### src/rtl/s100_pkg.sv
// Shared definitions for the S100 memory bridge: FSM state codes, status
// strobe bit positions and the value returned when RAM never answers a read.
package s100_pkg;

  typedef logic [2:0] state_t;

  localparam state_t ST_IDLE    = 3'd0;
  localparam state_t ST_RD_REQ  = 3'd1;
  localparam state_t ST_RD_WAIT = 3'd2;
  localparam state_t ST_RD_HOLD = 3'd3;
  localparam state_t ST_WR_REQ  = 3'd4;
  localparam state_t ST_WR_HOLD = 3'd5;

  // Bit positions of the S100 status/strobe lines in the bridge's status vector
  localparam int STAT_SMEMR = 0;
  localparam int STAT_MWRT  = 1;
  localparam int STAT_PDBIN = 2;
  localparam int STAT_W     = 3;

  // Byte presented on DI when the RAM misses its read deadline (undriven bus)
  localparam logic [7:0] FLOAT_BYTE = 8'hFF;

  // Upper-address mask selecting the window base for a power-of-two window
  function automatic logic [15:0] win_mask(input int win_size);
    return ~16'(win_size - 1);
  endfunction

endpackage

### src/rtl/s100_sync_edge.sv
// Two-flop synchronizer for one asynchronous S100 strobe, plus a rising-edge
// flag derived from the synchronized level.
module s100_sync_edge (
  input  logic i_clk,
  input  logic i_reset,
  input  logic i_async,
  output logic o_sync,
  output logic o_rise
);

  logic meta_q, sync_q, prev_q;

  // Metastability stage, stable copy, and one-cycle-old copy for edge detect
  always_ff @(posedge i_clk) begin
    if (i_reset) begin
      meta_q <= 1'b0;
      sync_q <= 1'b0;
      prev_q <= 1'b0;
    end else begin
      meta_q <= i_async;
      sync_q <= meta_q;
      prev_q <= sync_q;
    end
  end

  assign o_sync = sync_q;
  assign o_rise = sync_q & ~prev_q;

endmodule

### src/rtl/s100_mem_bridge.sv
// Bridges S100 memory read/write cycles onto a simple RAM port. Reads stall
// the CPU through PRDY until data (or a timeout float byte) is available;
// writes are posted and never stall the CPU.
module s100_mem_bridge
  import s100_pkg::*;
#(
  parameter logic [15:0] BASE_ADDR   = 16'h0000,
  parameter int          WINDOW_SIZE = 256,
  parameter int          RD_TIMEOUT  = 15
) (
  input  logic        i_clk,
  input  logic        i_reset,
  input  logic [15:0] i_bus_addr,
  input  logic [7:0]  i_bus_dout,
  input  logic        i_smemr,
  input  logic        i_mwrt,
  input  logic        i_pdbin,
  output logic [7:0]  o_bus_din,
  output logic        o_bus_din_oe,
  output logic        o_prdy,
  output logic [15:0] o_wr_addr,
  output logic [7:0]  o_wr_data,
  output logic        o_wr_enable,
  output logic [15:0] o_rd_addr,
  output logic        o_rd_enable,
  input  logic [7:0]  i_rd_data,
  input  logic        i_rd_ready,
  input  logic        i_busy
);

  localparam int TMO_W = ($clog2(RD_TIMEOUT + 1) > 4) ? $clog2(RD_TIMEOUT + 1) : 4;
  localparam logic [TMO_W-1:0] TMO_LAST = TMO_W'(RD_TIMEOUT - 1);

  logic [STAT_W-1:0] stat_async, stat_sync, stat_rise;

  assign stat_async[STAT_SMEMR] = i_smemr;
  assign stat_async[STAT_MWRT]  = i_mwrt;
  assign stat_async[STAT_PDBIN] = i_pdbin;

  for (genvar g = 0; g < STAT_W; g++) begin : g_sync
    s100_sync_edge u_sync (
      .i_clk   (i_clk),
      .i_reset (i_reset),
      .i_async (stat_async[g]),
      .o_sync  (stat_sync[g]),
      .o_rise  (stat_rise[g])
    );
  end

  logic smemr_s, mwrt_s, pdbin_s;
  logic rd_start, wr_start, hit;

  assign smemr_s  = stat_sync[STAT_SMEMR];
  assign mwrt_s   = stat_sync[STAT_MWRT];
  assign pdbin_s  = stat_sync[STAT_PDBIN];
  // (smemr & pdbin) rose iff both are high now and at least one was low last
  // cycle, i.e. one of them just rose while the other is high.
  assign rd_start = (stat_rise[STAT_SMEMR] & pdbin_s) | (stat_rise[STAT_PDBIN] & smemr_s);
  assign wr_start = stat_rise[STAT_MWRT];
  assign hit      = (i_bus_addr & win_mask(WINDOW_SIZE)) == BASE_ADDR;

  state_t           state;
  logic [15:0]      addr_q;
  logic [7:0]       data_q, din_q;
  logic             rd_en_q, wr_en_q;
  logic [TMO_W-1:0] tmo_cnt;

  // Transaction FSM: latch on a hit start, issue one RAM enable when not busy,
  // then hold until the CPU drops its strobe
  always_ff @(posedge i_clk) begin
    if (i_reset) begin
      state   <= ST_IDLE;
      addr_q  <= '0;
      data_q  <= '0;
      din_q   <= '0;
      rd_en_q <= 1'b0;
      wr_en_q <= 1'b0;
      tmo_cnt <= '0;
    end else begin
      rd_en_q <= 1'b0;
      wr_en_q <= 1'b0;
      case (state)
        ST_IDLE: begin
          // A write edge wins; a coincident read edge is simply dropped
          if (wr_start) begin
            if (hit) begin
              addr_q <= i_bus_addr - BASE_ADDR;
              data_q <= i_bus_dout;
              state  <= ST_WR_REQ;
            end
          end else if (rd_start && hit) begin
            addr_q <= i_bus_addr - BASE_ADDR;
            state  <= ST_RD_REQ;
          end
        end
        ST_RD_REQ: begin
          if (!i_busy) begin
            rd_en_q <= 1'b1;
            tmo_cnt <= '0;
            state   <= ST_RD_WAIT;
          end
        end
        ST_RD_WAIT: begin
          if (i_rd_ready) begin
            din_q <= i_rd_data;
            state <= ST_RD_HOLD;
          end else if (tmo_cnt == TMO_LAST) begin
            din_q <= FLOAT_BYTE;
            state <= ST_RD_HOLD;
          end else if (tmo_cnt != '1) begin
            tmo_cnt <= tmo_cnt + TMO_W'(1);
          end
        end
        ST_RD_HOLD: if (!pdbin_s) state <= ST_IDLE;
        ST_WR_REQ: begin
          if (!i_busy) begin
            wr_en_q <= 1'b1;
            state   <= ST_WR_HOLD;
          end
        end
        ST_WR_HOLD: if (!mwrt_s) state <= ST_IDLE;
        default: state <= ST_IDLE;
      endcase
    end
  end

  // CPU waits only while a read is outstanding; DI is driven only while the
  // CPU is still strobing pdbin in the hold state
  assign o_prdy       = !((state == ST_RD_REQ) || (state == ST_RD_WAIT));
  assign o_bus_din_oe = (state == ST_RD_HOLD) && pdbin_s;
  assign o_bus_din    = din_q;
  assign o_rd_addr    = addr_q;
  assign o_rd_enable  = rd_en_q;
  assign o_wr_addr    = addr_q;
  assign o_wr_data    = data_q;
  assign o_wr_enable  = wr_en_q;

endmodule

### config.mk
export PLATFORM = sky130hd
export DESIGN_NAME = s100_mem_bridge
export DESIGN_NICKNAME = d
export VERILOG_FILES = /design/src/rtl/s100_pkg.sv /design/src/rtl/s100_sync_edge.sv /design/src/rtl/s100_mem_bridge.sv
export SDC_FILE = /design/constraint.sdc
export NUM_CORES = 1
export LEC_CHECK = 0
export BUFFER_PORTS_ARGS = -buffer_cell sky130_fd_sc_hd__buf_4
export CAP_MARGIN = 20
export CORE_MARGIN = 1.5
export CORE_UTILIZATION = 35
export DETAILED_ROUTE_END_ITERATION = 12
export PLACE_DENSITY_LB_ADDON = 0.3
export SYNTH_ARGS = -nofsm -noshare
export SYNTH_HDL_FRONTEND = slang
export SYNTH_SLANG_ARGS = --single-unit
### constraint.sdc
create_clock -name i_clk -period 2 [get_ports i_clk]
set_clock_uncertainty 0.1 [all_clocks]
set_input_delay 0.2 -clock i_clk [delete_from_list [all_inputs] [get_ports i_clk]]
set_output_delay 0.2 -clock i_clk [all_outputs]
set_load 0.05 [all_outputs]
==> impl_metrics.csv, run 1 <==
group,metric,value,unit
synthesis,synthTopCellsByCount,"dfxtp_1 (50), nor2_1 (27), mux2i_1 (19), buf_4 (17), nor2b_1 (11)",
synthesis,syn_inst,193,
outcome,status,"finished clean",
global_routing,antenna_found_initial,0,
detailed_routing,drt_iter0_drc,41,
pwr,switching_share,0.240,
floorplanning,io_pins,91,
cts,clockBufferDepth,2,
sta,slew-limit-headroom,0.649,
detailed_routing,drc_errors,0,
global_routing,grt_max_degree,22,
pwr,pwr-share-comb,0.123,
sta,fin_ws,0.335,ns
synthesis,synth.largest_area_cell,"dfxtp_1",
synthesis,yosys_warnings,0,
global_routing,grt_usage,0.133,
detailed_routing,wl_per_cell,11.8,um
cts,numCtsBuffers,5,
cts,insertion_delay,0.29,ns
setup_path,worstRegToRegCells,6,
final_layout,antennaDiodeCount,0,
global_routing,grt_overflow_total,0,
detailed_routing,dr_total_vias,1592,
final_layout,final_nets,312,
sta,fmax,601,MHz
setup_path,worstReg2RegEnd,"tmo_cnt[1]",
sta,drv_slew,0,
synthesis,netlist_area,2010,um2
cts,cts_tree,"yes",
detailed_routing,antenna_left,0,
final_layout,multi_input_area,840,um2
floorplanning,row_count,27,
synthesis,async_reset_ff_frac,0,
pwr,ir_drop,0.000377,V
sta,rsz0062_at_grt,"no",
cts,cts_root_buffer,"clkbuf_8",
synthesis,synth_nets,234,
floorplanning,initial_core_util,0.365,
setup_path,reg2reg_slack,0.34,ns
detailed_routing,drtPass1Iterations,4,
setup_path,endpoint_kind,"register",
cts,cts_resized,0,
detailed_routing,routed_wl,4060,um
synthesis,synth_cell_types,38,
cts,htreeDepth,2,
sta,tns,0,ns
setup_path,critPathCapture,"tmo_cnt[1]",
pwr,clkPwrFrac,0.302,
synthesis,synth_top_area_frac,0.498,
hold_path,min_path_type,"input port to register",
placed_design,place_ws,0.274,ns
global_routing,grt_pass1_vias,1450,
floorplanning,core_area,5510,um2
setup_path,worstPathMaxFanout,4,
sta,tightest_slew,0.525,ns
pwr,power_density,651,nW/um2
cts,clock-sinks,50,
setup_path,r2r_start,"tmo_cnt[0]",
pwr,p_int,0.00135,W
sta,fin_crit_sh,0.832,
synthesis,synth_edf_count,0,
final_layout,finish.utilization,0.496,
setup_path,critPathArrivalTime,1.80,ns
placed_design,gp_congestion,0.713,
floorplanning,design.die.area,6200,um2
synthesis,synthMostInstantiatedCell,"dfxtp_1",
floorplanning,die_x,78.8,um
setup_path,cp-start-kind,"register",
sta,min_period,1.66,ns
placed_design,port_buffers,90,
pwr,netSwitchingPower,0.000427,W
final_layout,area_growth,36.1,%
global_routing,grt_first_pass_wirelength,6420,um
final_layout,final_layout_size_suffix_gt1_frac,0.443,
cts,cts_setup_buffers,0,
synthesis,ys_seq_area_frac,0.498,
pwr,sequentialPowerShare,0.575,
setup_path,critPathKind,"register to register",
cts,clk_pin_slew_worst_paths,0.08,ns
floorplanning,die_h,78.8,um
cts,hold_buffers,0,
final_layout,nFillCells,513,
synthesis,avgSynthCellArea,10.4,um2
flow_run,maxCapViolCount,0,
synthesis,synth_flop_cell,"dfxtp_1",
placed_design,place_hpwl,3090,um
synthesis,ys_seq_elements,50,
setup_path,setup.worst_path.start,"tmo_cnt[0]",
sta,setup_viol,0,
synthesis,synthTopCellsByArea,"dfxtp_1 (50%), mux2i_1 (9.5%), buf_4 (6.4%)",
detailed_routing,viasPerCell,4.64,
pwr,cellLeakagePower,1.31,nW
final_layout,register_area,1000,um2
setup_path,required,2.14,ns
sta,hold_viol,0,
layout make-up:
class	instances	area share
repair buffers	95	0.261
clock buffers	5	0.0252
clock inverters	2	0.00366
well taps	72	0.0330
flip-flops and latches	50	0.366
inverters	3	0.00412
multi-input cells	116	0.307
power groups by stage:
stage	logic (W)	registers (W)	clock network, W
after global routing	0.000237	0.00103	0.000621
final	0.000219	0.00102	0.000538
after global placement	0.000220	0.00105	0
after CTS	0.000221	0.00102	0.000577
after detailed placement	0.000221	0.00105	0
after floorplan	0.000101	0.00107	0
state kept, by name (all words and copies together), names as in the netlist:
| signal | flops |
|---|---|
| o_rd_addr | 16 |
| g_sync.u_sync.prev_q | 3 |
| tmo_cnt | 4 |
| o_bus_din | 8 |
| o_rd_enable | 1 |
| o_wr_data | 8 |
| o_wr_enable | 1 |
| g_sync.u_sync.meta_q | 3 |
| state | 3 |
| g_sync.u_sync.o_sync | 3 |
metrics by stage:
| stage | hold slack (ns) | power, W | instances | area, um2 |
|---|---|---|---|---|
| 4_1_cts | 0.00210 | 0.00182 | 343 | 2730 |
| 2_1_floorplan | 0.228 | 0.00117 | 193 | 2010 |
| 3_3_place_gp | 0.309 | 0.00127 | 336 | 2660 |
| 3_5_place_dp | 0.319 | 0.00127 | 336 | 2660 |
| 6_report | 0.0118 | 0.00178 | 343 | 2730 |
| 5_1_grt | 0.000194 | 0.00188 | 343 | 2730 |
metal layers:
metal	track usage	wire length (um)	vias to the layer above	part of all wire
met5	0	0	-	0
met4	0.0482	42	0	0.010
met3	0.0379	322	4	0.079
met2	0.219	1910	64	0.47
met1	0.164	1790	722	0.44
li1	-	-	802	-
worst min path at each step:
stage	startpoint	end	slack [ns]	cells after the start
2_1_floorplan	i_smemr	g_sync[0].u_sync.meta_q	0.23	1
3_3_place_gp	i_pdbin	g_sync[2].u_sync.meta_q	0.31	2
3_5_place_dp	i_pdbin	g_sync[2].u_sync.meta_q	0.32	2
4_1_cts	i_pdbin	g_sync[2].u_sync.meta_q	0.002	2
5_1_grt	i_mwrt	g_sync[1].u_sync.meta_q	0.0002	2
6_report	i_pdbin	g_sync[2].u_sync.meta_q	0.01	2
worst max-delay path: stages (launching register included):
cell and delay (ns):
dfxtp_1 0.36, inv_1 0.08, ha_1 0.21, o211a_1 0.23, nor3_4 0.20, mux2_2 0.37, nor2_1 0.07
cells in the final DEF (no fill, tap or decap), types with 2 or more instances in the layout:
cell type / netlist / final
dfxtp_1: 50 / 50
buf_4: 17 / 95
nor4_2: 2 / 2
a31oi_1: 2 / 2
xor2_1: 3 / 3
clkbuf_8: 0 / 5
nand2_1: 7 / 7
ha_1: 2 / 2
inv_1: 2 / 2
and2_1: 10 / 10
nor2b_1: 11 / 11
o221a_2: 9 / 9
nor3_1: 3 / 3
nor2_1: 27 / 27
mux2i_1: 19 / 19
clkinv_2: 0 / 2
cell families after synthesis:
group	synth area share
adder cells (fa/ha/maj)	0.0125
AND/OR/NAND/NOR	0.201
multiplexers	0.100
flip-flops	0.498
AO/OA/AOI/OAI	0.0909
XOR/XNOR	0.0131
buffers and inverters	0.0841
No activity file was read; power rests on OpenSTA's default activity.
==> run 2: changes to the inputs <==
==> constraint.sdc (replaced) <==
create_clock -name i_clk -period 1.4 [get_ports i_clk]
set_clock_uncertainty 0.1 [all_clocks]
set_input_delay 0.14 -clock i_clk [delete_from_list [all_inputs] [get_ports i_clk]]
set_output_delay 0.14 -clock i_clk [all_outputs]
set_load 0.05 [all_outputs]
==> run 2 against run 1 <==
Fmax increased by 2.4%. Sequential cell count did not move. Utilization increased by 10 points. Largest power group unchanged. Final cell count increased by 14%. Routed wire length grew 16%. The flow now finishes with violations (negative setup slack). Non-clock buffer count is 48 higher. Register-to-register slack got worse by 0.56 ns.
==> impl_metrics.csv, run 2 (synthesis results as in run 1) <==
group,metric,value,unit
setup_path,endpoint_kind,"register",
sta,hold_ws,0.0836,ns
hold_path,min_path_type,"input port to register",
setup_path,critPathArrivalTime,1.71,ns
placed_design,place_ws,-0.236,ns
global_routing,antenna_found_initial,0,
flow_run,maxCapViolCount,0,
setup_path,worstRegToRegCells,5,
pwr,cellLeakagePower,1.57,nW
sta,fin_crit_sh,1.16,
sta,slew-limit-headroom,0.709,
placed_design,port_buffers,90,
setup_path,cp-start-kind,"register",
floorplanning,io_pins,91,
sta,tightest_slew,0.425,ns
detailed_routing,wl_per_cell,12.0,um
setup_path,cp.depth,5,
hold_path,holdPathStages,4,
detailed_routing,antenna_left,0,
detailed_routing,drtPass1Iterations,4,
detailed_routing,dr_total_vias,1794,
final_layout,final_common_cell,"buf_4",
placed_design,dpl_cell_area,2770,um2
sta,rsz0062_at_grt,"yes",
final_layout,area_growth,64.4,%
global_routing,grt_max_degree,24,
setup_path,cp_top_family,"simple AND/OR/NAND/NOR gates",
final_layout,finish.utilization,0.600,
detailed_routing,drc_errors,0,
final_layout,final_cell_mix,"buf_4 (108), dfxtp_1 (45), dlygate4sd3_1 (27)",
setup_path,crit_buf_inv,0,
final_layout,final_nets,360,
floorplanning,die_x,78.8,um
detailed_routing,routed_wl,4690,um
pwr,ir_drop,0.000872,V
outcome,violations,"negative setup slack",
cts,cts_root_buffer,"clkbuf_8",
sta,setup_viol,40,
sta,hold_viol,0,
setup_path,reg2reg_slack,-0.23,ns
floorplanning,row_count,27,
final_layout,final_layout_size_suffix_gt1_frac,0.492,
setup_path,cp_slowest_cell,"or3b_4",
global_routing,grt_usage,0.145,
detailed_routing,viasPerCell,4.59,
setup_path,setup.worst_path.start,"state[1]",
setup_path,critPathKind,"register to register",
final_layout,largest_register_ffs,16,
cts,cts_tree,"yes",
cts,clk_pin_slew_worst_paths,0.09,ns
outcome,status,"finished, violations left",
cts,clockBufferDepth,2,
cts,numCtsBuffers,5,
placed_design,gp_congestion,0.748,
cts,htreeDepth,2,
detailed_routing,drt_iter0_drc,60,
pwr,power_density,889,nW/um2
setup_path,worstPathMaxFanout,4,
placed_design,place_hpwl,3050,um
sta,min_period,1.63,ns
setup_path,critPathCapture,"tmo_cnt[3]",
floorplanning,die_h,78.8,um
floorplanning,design.die.area,6200,um2
setup_path,worstReg2RegEnd,"tmo_cnt[3]",
final_layout,antennaDiodeCount,0,
setup_path,required,1.48,ns
global_routing,grt_overflow_total,0,
floorplanning,core_area,5510,um2
sta,fin_ws,-0.225,ns
global_routing,grt_pass1_vias,1520,
setup_path,r2r_start,"state[1]",
final_layout,stdcell_area,3300,um2
floorplanning,initial_core_util,0.365,
sta,fmax,615,MHz
sta,drv_slew,0,
cts,clock-sinks,50,
setup_path,crit_path_max_incr_delay,0.41,ns
setup_path,path_cells,"or3b_4 > nor3_4 > nand4_1 > xor2_1 > nor3_2",
cts,insertion_delay,0.29,ns
sta,tns,-6.08,ns
global_routing,grt_first_pass_wirelength,7060,um
-- run 2: cell types whose count changed in the layout (fill, tap and decap cells not counted), sizes merged --
cell         before  now
clkbuf            5    6
dlygate4sd3       0   27
buf              95  116
clkinv            3    1
bufinv            0    1
-- run 2: per-stage QoR --
stage | power, W | instances
3_3_place_gp | 0.00183 | 348
3_5_place_dp | 0.00184 | 348
5_1_grt | 0.00307 | 391
2_1_floorplan | 0.00168 | 193
6_report | 0.00294 | 391
4_1_cts | 0.00290 | 379
-- run 2: power breakdown --
part	total (W)	internal [W]	switching, W	leakage, nW
clock	0.00102	0.000572	0.000447	0.0573
sequential	0.00146	0.00145	0.0000156	0.407
combinational	0.000455	0.000255	0.000200	1.11
-- run 2: worst min path at each step --
stage / startpoint / slack (ns) / endpoint
floorplan: i_smemr / 0.17 / g_sync[0].u_sync.meta_q
global placement: i_pdbin / 0.25 / g_sync[2].u_sync.meta_q
detailed placement: i_smemr / 0.26 / g_sync[0].u_sync.meta_q
CTS: i_rd_data[3] / 0.001 / o_bus_din[3]
global route: i_reset / 0.09 / o_rd_addr[3]
finish: i_busy / 0.08 / o_rd_enable
-- run 2: layer usage --
layer  share of wire  track usage
met1            0.42        0.174
met2            0.48        0.234
met3           0.072       0.0471
met4           0.026       0.0679
met5               0            0
-- run 2: cell type report --
| cell class | instances | area, um2 |
|---|---|---|
| clock inverters | 1 | 30.0 |
| fillers | 462 | 2200 |
| repair buffers | 143 | 1180 |
| well taps | 72 | 90.1 |
| inverters | 3 | 11.3 |
| clock buffers | 6 | 82.6 |
| multi-input cells | 116 | 905 |
| flip-flops and latches | 50 | 1010 |
-- run 2: what timing repair did --
action	CTS	global route
buffers inserted	1	7
gates cloned	0	1
hold endpoints to repair	23	4
pin swaps	2	5
gates resized for setup	5	15
hold buffers	23	4
endpoints found under the setup margin	40	40
-- run 2: worst register-to-register path: stages (launching register included) --
cell,delay [ns]
dfxtp_2,0.36
or3b_4,0.41
nor3_4,0.25
nand4_1,0.13
xor2_1,0.20
nor3_2,0.06
